File: src/rtl/cmt_queue_pkg.sv
// Shared constants and helpers for the commit queue.
//   TRAP_OPCODE  : opcode field that marks the simulation trap instruction
//   BUS_64 / REG_BUS_W : legacy bus widths kept for the surrounding code
//   entry_width(): packed width of one queued record for a given XLEN
//   is_trap()    : trap opcode detector
package cmt_queue_pkg;

    localparam logic [6:0] TRAP_OPCODE = 7'h6b;
    localparam int         BUS_64      = 64;
    localparam int         REG_BUS_W   = 64;

    // Record layout (MSB..LSB): pc, inst, wen, wdest, wdata, skip, a0
    function automatic int entry_width(input int xlen);
        return 2 * xlen + 32 + 5 + 1 + 1 + 8;
    endfunction

    function automatic logic is_trap(input logic [31:0] inst);
        return (inst[6:0] == TRAP_OPCODE);
    endfunction

endpackage

File: src/rtl/cmt_fifo.sv
// Storage for the commit queue: one push port, multi-pop port.
//   clk, rst        : clock, async active-low reset
//   i_push          : write i_push_data at the write pointer (caller guarantees space)
//   i_pop_cnt       : number of entries to retire this cycle (0..CMT_WIDTH, <= o_count)
//   o_rd_data       : oldest CMT_WIDTH entries, slot g at [g*EW +: EW], combinational
//   o_count         : current occupancy
module cmt_fifo
    import cmt_queue_pkg::*;
#(
    parameter int DEPTH     = 8,
    parameter int CMT_WIDTH = 2,
    parameter int EW        = 175,
    localparam int AW       = $clog2(DEPTH),
    localparam int CW       = $clog2(DEPTH + 1),
    localparam int PW       = $clog2(CMT_WIDTH + 1)
) (
    input  logic                    clk,
    input  logic                    rst,
    input  logic                    i_push,
    input  logic [EW-1:0]           i_push_data,
    input  logic [PW-1:0]           i_pop_cnt,
    output logic [CMT_WIDTH*EW-1:0] o_rd_data,
    output logic [CW-1:0]           o_count
);

    logic [EW-1:0] r_mem [DEPTH];
    logic [AW-1:0] r_wr_ptr;
    logic [AW-1:0] r_rd_ptr;
    logic [CW-1:0] r_count;

    // Entry storage; cleared on reset so no stale record can ever be presented
    always_ff @(posedge clk or negedge rst) begin
        if (!rst) begin
            for (int i = 0; i < DEPTH; i++) begin
                r_mem[i] <= '0;
            end
        end else if (i_push) begin
            r_mem[r_wr_ptr] <= i_push_data;
        end
    end

    // Pointers wrap naturally because DEPTH is a power of two
    always_ff @(posedge clk or negedge rst) begin
        if (!rst) begin
            r_wr_ptr <= '0;
            r_rd_ptr <= '0;
            r_count  <= '0;
        end else begin
            if (i_push) begin
                r_wr_ptr <= r_wr_ptr + AW'(1);
            end
            r_rd_ptr <= r_rd_ptr + AW'(i_pop_cnt);
            r_count  <= r_count + CW'(i_push) - CW'(i_pop_cnt);
        end
    end

    for (genvar g = 0; g < CMT_WIDTH; g++) begin : g_rd
        logic [AW-1:0] w_idx;
        assign w_idx = r_rd_ptr + AW'(g);
        assign o_rd_data[g*EW +: EW] = r_mem[w_idx];
    end

    assign o_count = r_count;

endmodule

File: src/rtl/cmt_queue.sv
// Commit queue between writeback and the difftest commit interface.
// Buffers retired instructions and releases up to CMT_WIDTH per cycle in
// program order as registered commit records; latches the trap instruction
// and keeps cycle / instruction counters.
//   in_*     : retired instruction handshake (in_valid / in_ready) and payload
//   cmt_en   : downstream permits a commit this cycle
//   cmt_*    : registered per-slot commit records, slot 0 oldest
//   trap_*   : sticky trap status, code (a0[7:0]) and PC
//   cycle_cnt, instr_cnt, count : counters and current occupancy
module cmt_queue
    import cmt_queue_pkg::*;
#(
    parameter int XLEN      = 64,
    parameter int DEPTH     = 8,
    parameter int CMT_WIDTH = 2,
    localparam int CW       = $clog2(DEPTH + 1)
) (
    input  logic                      clk,
    input  logic                      rst,
    input  logic                      in_valid,
    output logic                      in_ready,
    input  logic [XLEN-1:0]           in_pc,
    input  logic [31:0]               in_inst,
    input  logic                      in_wen,
    input  logic [4:0]                in_wdest,
    input  logic [XLEN-1:0]           in_wdata,
    input  logic                      in_skip,
    input  logic [7:0]                in_a0,
    input  logic                      cmt_en,
    output logic [CMT_WIDTH-1:0]      cmt_valid,
    output logic [CMT_WIDTH*XLEN-1:0] cmt_pc,
    output logic [CMT_WIDTH*32-1:0]   cmt_inst,
    output logic [CMT_WIDTH-1:0]      cmt_wen,
    output logic [CMT_WIDTH*8-1:0]    cmt_wdest,
    output logic [CMT_WIDTH*XLEN-1:0] cmt_wdata,
    output logic [CMT_WIDTH-1:0]      cmt_skip,
    output logic                      trap_valid,
    output logic [7:0]                trap_code,
    output logic [XLEN-1:0]           trap_pc,
    output logic [63:0]               cycle_cnt,
    output logic [63:0]               instr_cnt,
    output logic [CW-1:0]             count
);

    localparam int EW        = entry_width(XLEN);
    localparam int PW        = $clog2(CMT_WIDTH + 1);
    localparam int A0_LSB    = 0;
    localparam int SKIP_BIT  = 8;
    localparam int WDATA_LSB = 9;
    localparam int WDEST_LSB = 9 + XLEN;
    localparam int WEN_BIT   = 14 + XLEN;
    localparam int INST_LSB  = 15 + XLEN;
    localparam int PC_LSB    = 47 + XLEN;

    logic [EW-1:0]           w_push_data;
    logic                    w_push;
    logic [CMT_WIDTH*EW-1:0] w_rd_data;
    logic [CW-1:0]           w_count;

    logic [XLEN-1:0] w_slot_pc    [CMT_WIDTH];
    logic [31:0]     w_slot_inst  [CMT_WIDTH];
    logic            w_slot_wen   [CMT_WIDTH];
    logic [4:0]      w_slot_wdest [CMT_WIDTH];
    logic [XLEN-1:0] w_slot_wdata [CMT_WIDTH];
    logic            w_slot_skip  [CMT_WIDTH];
    logic [7:0]      w_slot_a0    [CMT_WIDTH];
    logic            w_slot_trap  [CMT_WIDTH];

    logic [CMT_WIDTH-1:0] w_take;
    logic [PW-1:0]        w_pop_cnt;
    logic                 w_live;
    logic                 w_trap_hit;
    logic [7:0]           w_trap_code;
    logic [XLEN-1:0]      w_trap_pc;

    logic [CMT_WIDTH-1:0]      r_cmt_valid;
    logic [CMT_WIDTH*XLEN-1:0] r_cmt_pc;
    logic [CMT_WIDTH*32-1:0]   r_cmt_inst;
    logic [CMT_WIDTH-1:0]      r_cmt_wen;
    logic [CMT_WIDTH*8-1:0]    r_cmt_wdest;
    logic [CMT_WIDTH*XLEN-1:0] r_cmt_wdata;
    logic [CMT_WIDTH-1:0]      r_cmt_skip;
    logic                      r_trap_valid;
    logic [7:0]                r_trap_code;
    logic [XLEN-1:0]           r_trap_pc;
    logic [63:0]               r_cycle_cnt;
    logic [63:0]               r_instr_cnt;

    // Ready depends only on registered state: a same-cycle pop never frees a full queue
    assign in_ready    = (w_count < CW'(DEPTH)) && !r_trap_valid;
    assign w_push      = in_valid && in_ready;
    assign w_push_data = {in_pc, in_inst, in_wen, in_wdest, in_wdata, in_skip, in_a0};

    cmt_fifo #(
        .DEPTH     (DEPTH),
        .CMT_WIDTH (CMT_WIDTH),
        .EW        (EW)
    ) u_fifo (
        .clk         (clk),
        .rst         (rst),
        .i_push      (w_push),
        .i_push_data (w_push_data),
        .i_pop_cnt   (w_pop_cnt),
        .o_rd_data   (w_rd_data),
        .o_count     (w_count)
    );

    for (genvar g = 0; g < CMT_WIDTH; g++) begin : g_slot
        assign w_slot_pc[g]    = w_rd_data[g*EW + PC_LSB    +: XLEN];
        assign w_slot_inst[g]  = w_rd_data[g*EW + INST_LSB  +: 32];
        assign w_slot_wen[g]   = w_rd_data[g*EW + WEN_BIT];
        assign w_slot_wdest[g] = w_rd_data[g*EW + WDEST_LSB +: 5];
        assign w_slot_wdata[g] = w_rd_data[g*EW + WDATA_LSB +: XLEN];
        assign w_slot_skip[g]  = w_rd_data[g*EW + SKIP_BIT];
        assign w_slot_a0[g]    = w_rd_data[g*EW + A0_LSB    +: 8];
        assign w_slot_trap[g]  = is_trap(w_slot_inst[g]);
    end

    // Pop selection: take occupied slots in order, stopping right after the first trap.
    // A trap ends the scan, so it can only ever be the last slot taken.
    always_comb begin
        w_take      = '0;
        w_pop_cnt   = '0;
        w_live      = cmt_en && !r_trap_valid;
        w_trap_hit  = 1'b0;
        w_trap_code = 8'h00;
        w_trap_pc   = '0;
        for (int i = 0; i < CMT_WIDTH; i++) begin
            if (w_live && (CW'(i) < w_count)) begin
                w_take[i]   = 1'b1;
                w_pop_cnt   = w_pop_cnt + PW'(1);
                w_live      = !w_slot_trap[i];
                w_trap_hit  = w_slot_trap[i];
                w_trap_code = w_slot_a0[i];
                w_trap_pc   = w_slot_pc[i];
            end else begin
                w_live = 1'b0;
            end
        end
    end

    // Commit slot registers: valid pulses for exactly one cycle per popping edge
    always_ff @(posedge clk or negedge rst) begin
        if (!rst) begin
            r_cmt_valid <= '0;
            r_cmt_pc    <= '0;
            r_cmt_inst  <= '0;
            r_cmt_wen   <= '0;
            r_cmt_wdest <= '0;
            r_cmt_wdata <= '0;
            r_cmt_skip  <= '0;
        end else begin
            r_cmt_valid <= w_take;
            for (int i = 0; i < CMT_WIDTH; i++) begin
                if (w_take[i]) begin
                    r_cmt_pc[i*XLEN +: XLEN]    <= w_slot_pc[i];
                    r_cmt_inst[i*32 +: 32]      <= w_slot_inst[i];
                    r_cmt_wen[i]                <= w_slot_wen[i];
                    r_cmt_wdest[i*8 +: 8]       <= {3'b000, w_slot_wdest[i]};
                    r_cmt_wdata[i*XLEN +: XLEN] <= w_slot_wdata[i];
                    r_cmt_skip[i]               <= w_slot_skip[i];
                end
            end
        end
    end

    // Sticky trap status and counters; cycle count freezes once the trap is latched
    always_ff @(posedge clk or negedge rst) begin
        if (!rst) begin
            r_trap_valid <= 1'b0;
            r_trap_code  <= 8'h00;
            r_trap_pc    <= '0;
            r_cycle_cnt  <= 64'd0;
            r_instr_cnt  <= 64'd0;
        end else begin
            if (w_trap_hit) begin
                r_trap_valid <= 1'b1;
                r_trap_code  <= w_trap_code;
                r_trap_pc    <= w_trap_pc;
            end
            if (!r_trap_valid) begin
                r_cycle_cnt <= r_cycle_cnt + 64'd1;
            end
            r_instr_cnt <= r_instr_cnt + 64'(w_pop_cnt);
        end
    end

    assign cmt_valid  = r_cmt_valid;
    assign cmt_pc     = r_cmt_pc;
    assign cmt_inst   = r_cmt_inst;
    assign cmt_wen    = r_cmt_wen;
    assign cmt_wdest  = r_cmt_wdest;
    assign cmt_wdata  = r_cmt_wdata;
    assign cmt_skip   = r_cmt_skip;
    assign trap_valid = r_trap_valid;
    assign trap_code  = r_trap_code;
    assign trap_pc    = r_trap_pc;
    assign cycle_cnt  = r_cycle_cnt;
    assign instr_cnt  = r_instr_cnt;
    assign count      = w_count;

endmodule

File: config.mk
export PLATFORM = sky130hd
export DESIGN_NAME = cmt_queue
export DESIGN_NICKNAME = d
export VERILOG_FILES = /design/src/rtl/cmt_queue_pkg.sv /design/src/rtl/cmt_fifo.sv /design/src/rtl/cmt_queue.sv
export SDC_FILE = /design/constraint.sdc
export NUM_CORES = 2
export LEC_CHECK = 0
export ABC_AREA = 1
export BUFFER_PORTS_ARGS = -buffer_cell sky130_fd_sc_hd__buf_2
export CORE_ASPECT_RATIO = 0.5
export CORE_UTILIZATION = 47
export DETAILED_ROUTE_END_ITERATION = 16
export GPL_ROUTABILITY_DRIVEN = 0
export PLACE_DENSITY = 0.67
export REMOVE_ABC_BUFFERS = 1
export SLEW_MARGIN = 40
export SYNTH_ARGS = -nofsm -noshare
export SYNTH_HDL_FRONTEND = slang
export SYNTH_SLANG_ARGS = --single-unit
File: constraint.sdc
create_clock -name clk -period 3.6 [get_ports clk]
set_input_delay 0.18 -clock clk [delete_from_list [all_inputs] [get_ports clk]]
set_output_delay 0.18 -clock clk [all_outputs]
set_load 0.005 [all_outputs]
==> results_dict.tcl <==
set metrics [dict create \
    critPathSlowestCell "buf_4" \
    min_path_type "in -> reg" \
    first_pass_iters 8 \
    slew_violations 0 \
    grt_use_met1_pct 40.5 \
    vdd_drop_max_mv 0.345 \
    grt_busiest_layer "met2" \
    ant_nets 0 \
    worst-path-max-fanout 38 \
    cts-root-to-sink-buffers 4 \
    setup_viol_count_final 0 \
    use_met3_pct 3.44 \
    placementRows 116 \
    antenna_found_initial 6 \
    htreeDepth 4 \
    maxCapViolCount 0 \
    cts_buffers 187 \
    synth_top_family_by_area "compound AO/OA/AOI/OAI gates" \
    p_leak_uw 0.0543 \
    yosysWarningCount 0 \
    cts_tree "yes" \
    crit_type "reg -> reg" \
    core-area_sq_um 202000 \
    worst_slew_pin_slew_ps 1080 \
    io_pins 727 \
    worstPathArrival_ps 4230 \
    power.density_nw_per_um2 395 \
    die_y_um 322 \
    synthArstFlopShare_pct 100 \
    vias_per_cell 5.75 \
    synthCells 12200 \
    cts_sinks 1947 \
    setup_tns_ps 0 \
    relSlewSlack_pct 28.1 \
    place_area_sq_um 103000 \
    grt_overflow 0 \
    numPortBuffers 720 \
    worstPathCellList "buf_12 -> buf_12 -> nand2_1 -> nand3_1 -> nand3_1 -> nand2_1 -> nand2_2 -> nor2_4 -> nand2_4 -> buf_4 -> buf_4 -> nand3_1 -> nand2_1 -> nand2_1 -> nand2_1" \
    synth-simple-area-share_pct 17.2 \
    remaining_drc_errors 0 \
    final_area_sq_um 112000 \
    endpoint_kind "flip-flop" \
    synth_seq_area_share_pct 50.7 \
    initial_utilization_pct 47.7 \
    grt_pass1_wl_um 488000 \
    drt_iter0_markers 10100 \
    cts.clk_slew.worst_paths_ps 70 \
    clkLatencyLatePin_ps 860 \
    fin_crit_sh_pct 95.9 \
    grt.total_usage_pct 29.9 \
    fin_skew_ps 54.7 \
    drive_gt1_share_pct 11.3 \
    cp.required_ps 4380 \
    hold-worst-slack_ps 84.4 \
    seqCellArea_sq_um 48700 \
    synth_cell_types 39 \
    grtUsageMet2_pct 48.2 \
    timing.fmax_ghz 0.290 \
    synthesis.area_sq_um 96100 \
    period_minus_slack_ps 3450 \
    wire_per_inst_um 20.4 \
    die_area_sq_um 206000 \
    ys_ff_latch 1947 \
    yosys.area_share.adder_pct 0.216 \
    cp_common_cell "nand2_1" \
    fillers 18600 \
    synth-compound-area-share_pct 23.4 \
    cts-root-buf "clkbuf_16" \
    dr_total_vias 89400 \
    synth-edff-count 0 \
    hold_viol 0 \
    multi_input_area_sq_um 40600 \
    grt_max_degree 238 \
    grt_pass1_vias 83900 \
    drt-total-wl_um 317000 \
    synthToLayoutAreaGrowth_pct 16.3 \
    status "finished, final reports clean" \
    r2r_cells 15 \
    synth-xor-area-share_pct 1.14 \
    min_path_cells 4 \
    yosys_most_used_dff "dfrtp_1" \
    max_stage_delay_ps 730 \
    synth_mux_area_share_pct 0 \
    fin_nets 12900 \
    die_w_um 642 \
    crit_path_start_kind "flip-flop" \
    synth.avg_cell_area_sq_um 7.89 \
    hpwl_um 193000 \
]
state kept, by name, summed over array words and instances (netlist names):
name and count:
u_fifo.r_mem 1400, cmt_pc 128, cmt_wdata 128, cmt_inst 64, cycle_cnt 64, instr_cnt 64
trap_pc 64, cmt_wdest 10, trap_code 8, u_fifo.o_count 4, u_fifo.r_rd_ptr 3, u_fifo.r_wr_ptr 3
cmt_skip 2, cmt_valid 2, cmt_wen 2, trap_valid 1
cell usage after synthesis, types with 151 or more instances:
| cell type | count | share of area (%) |
|---|---|---|
| nand2_1 | 2886 | 11 |
| o21ai_0 | 2534 | 13 |
| dfrtp_1 | 1947 | 51 |
| nor2_1 | 877 | 3.4 |
| inv_1 | 746 | 2.9 |
| a21oi_1 | 707 | 3.7 |
| clkbuf_1 | 543 | 2.1 |
| nand3_1 | 322 | 1.7 |
| buf_2 | 283 | 1.5 |
| o21ai_1 | 196 | 1.0 |
| a31oi_1 | 164 | 1.1 |
| o211ai_1 | 151 | 1.2 |
routing by layer:
layer	vias up	wire length [um]
met4	0	15600
met2	3738	147000
met1	43100	133000
met3	711	21800
li1	41800	-
met5	-	0
path summary, 6_finish.rpt:
path / endpoint / startpoint / slack, ps
setup / recovery: trap_pc[1] / u_fifo.r_rd_ptr[0] / 150
setup reg to reg: trap_pc[1] / u_fifo.r_rd_ptr[0] / 150
max in group asynchronous: u_fifo.r_mem[1093] / rst / 1710
min in group asynchronous: cmt_inst[9] / rst / 370
hold / removal: u_fifo.r_mem[49] / in_wdata[40] / 80
hold reg to reg: cmt_pc[109] / cmt_pc[109] / 470
where the power goes:
part / internal (uW) / total, uW / switching [uW]
logic: 304 / 1090 / 789
clock network: 12300 / 21200 / 8970
registers: 21900 / 21900 / 0
total: 34400 / 44200 / 9760
layout make-up:
| class | count | share of cell area (%) |
|---|---|---|
| clock inverters | 67 | 0.892 |
| inverters | 755 | 2.59 |
| flip-flops and latches | 1947 | 43.6 |
| clock buffers | 264 | 4.88 |
| diodes | 3 | 0.00671 |
| well taps | 2714 | 3.04 |
| multi-input cells | 8526 | 36.3 |
| repair inverters | 1 | 0.0145 |
| repair buffers | 1276 | 8.71 |
cell usage in the layout (no fill, tap or decap), types with 151 or more instances in the layout:
| cell type | Yosys | layout |
|---|---|---|
| a31oi_1 | 164 | 164 |
| clkbuf_16 | 0 | 191 |
| o21ai_0 | 2534 | 2533 |
| nand3_1 | 322 | 313 |
| inv_1 | 746 | 743 |
| o21ai_1 | 196 | 196 |
| nand2_1 | 2886 | 2883 |
| buf_2 | 283 | 719 |
| o211ai_1 | 151 | 151 |
| dlygate4sd3_1 | 0 | 179 |
| nor2_1 | 877 | 868 |
| dfrtp_1 | 1947 | 1944 |
| a21oi_1 | 707 | 707 |
| buf_4 | 44 | 257 |
kinds of logic after synthesis:
| kind of cell | after synthesis |
|---|---|
| AO/OA/AOI/OAI | 4161 |
| XOR/XNOR | 125 |
| adder cells (fa/ha/maj) | 16 |
| buffers and inverters | 1713 |
| flip-flops | 1947 |
| other | 1 |
| AND/OR/NAND/NOR | 4218 |
critical path, delay by kind of cell (launching register included):
kind	cells	cell delay, ps
flip-flops	1	510
AND/OR/NAND/NOR	11	1230
buffers and inverters	4	1620
stage by stage:
step,setup slack [ps],utilization (%),power (uW),cells
2_1_floorplan,-61600,-,22400,11200
3_3_place_gp,-40.8,51.1,23200,15000
3_5_place_dp,-128,51.2,23200,15000
4_1_cts,6.08,55.3,44500,15500
5_1_grt,-20.3,55.5,45500,15600
6_report,147,55.5,44200,15600
repair_timing:
action | CTS | global route
gates resized for setup | 8 | 29
setup endpoints to repair | 35 | 136
cloned | 2 | 1
buffers inserted | 0 | 5
pin swaps | 0 | 6
hold endpoints to repair | 1650 | 40
hold buffers | 178 | 1
Power figures use the tool's default switching activity.
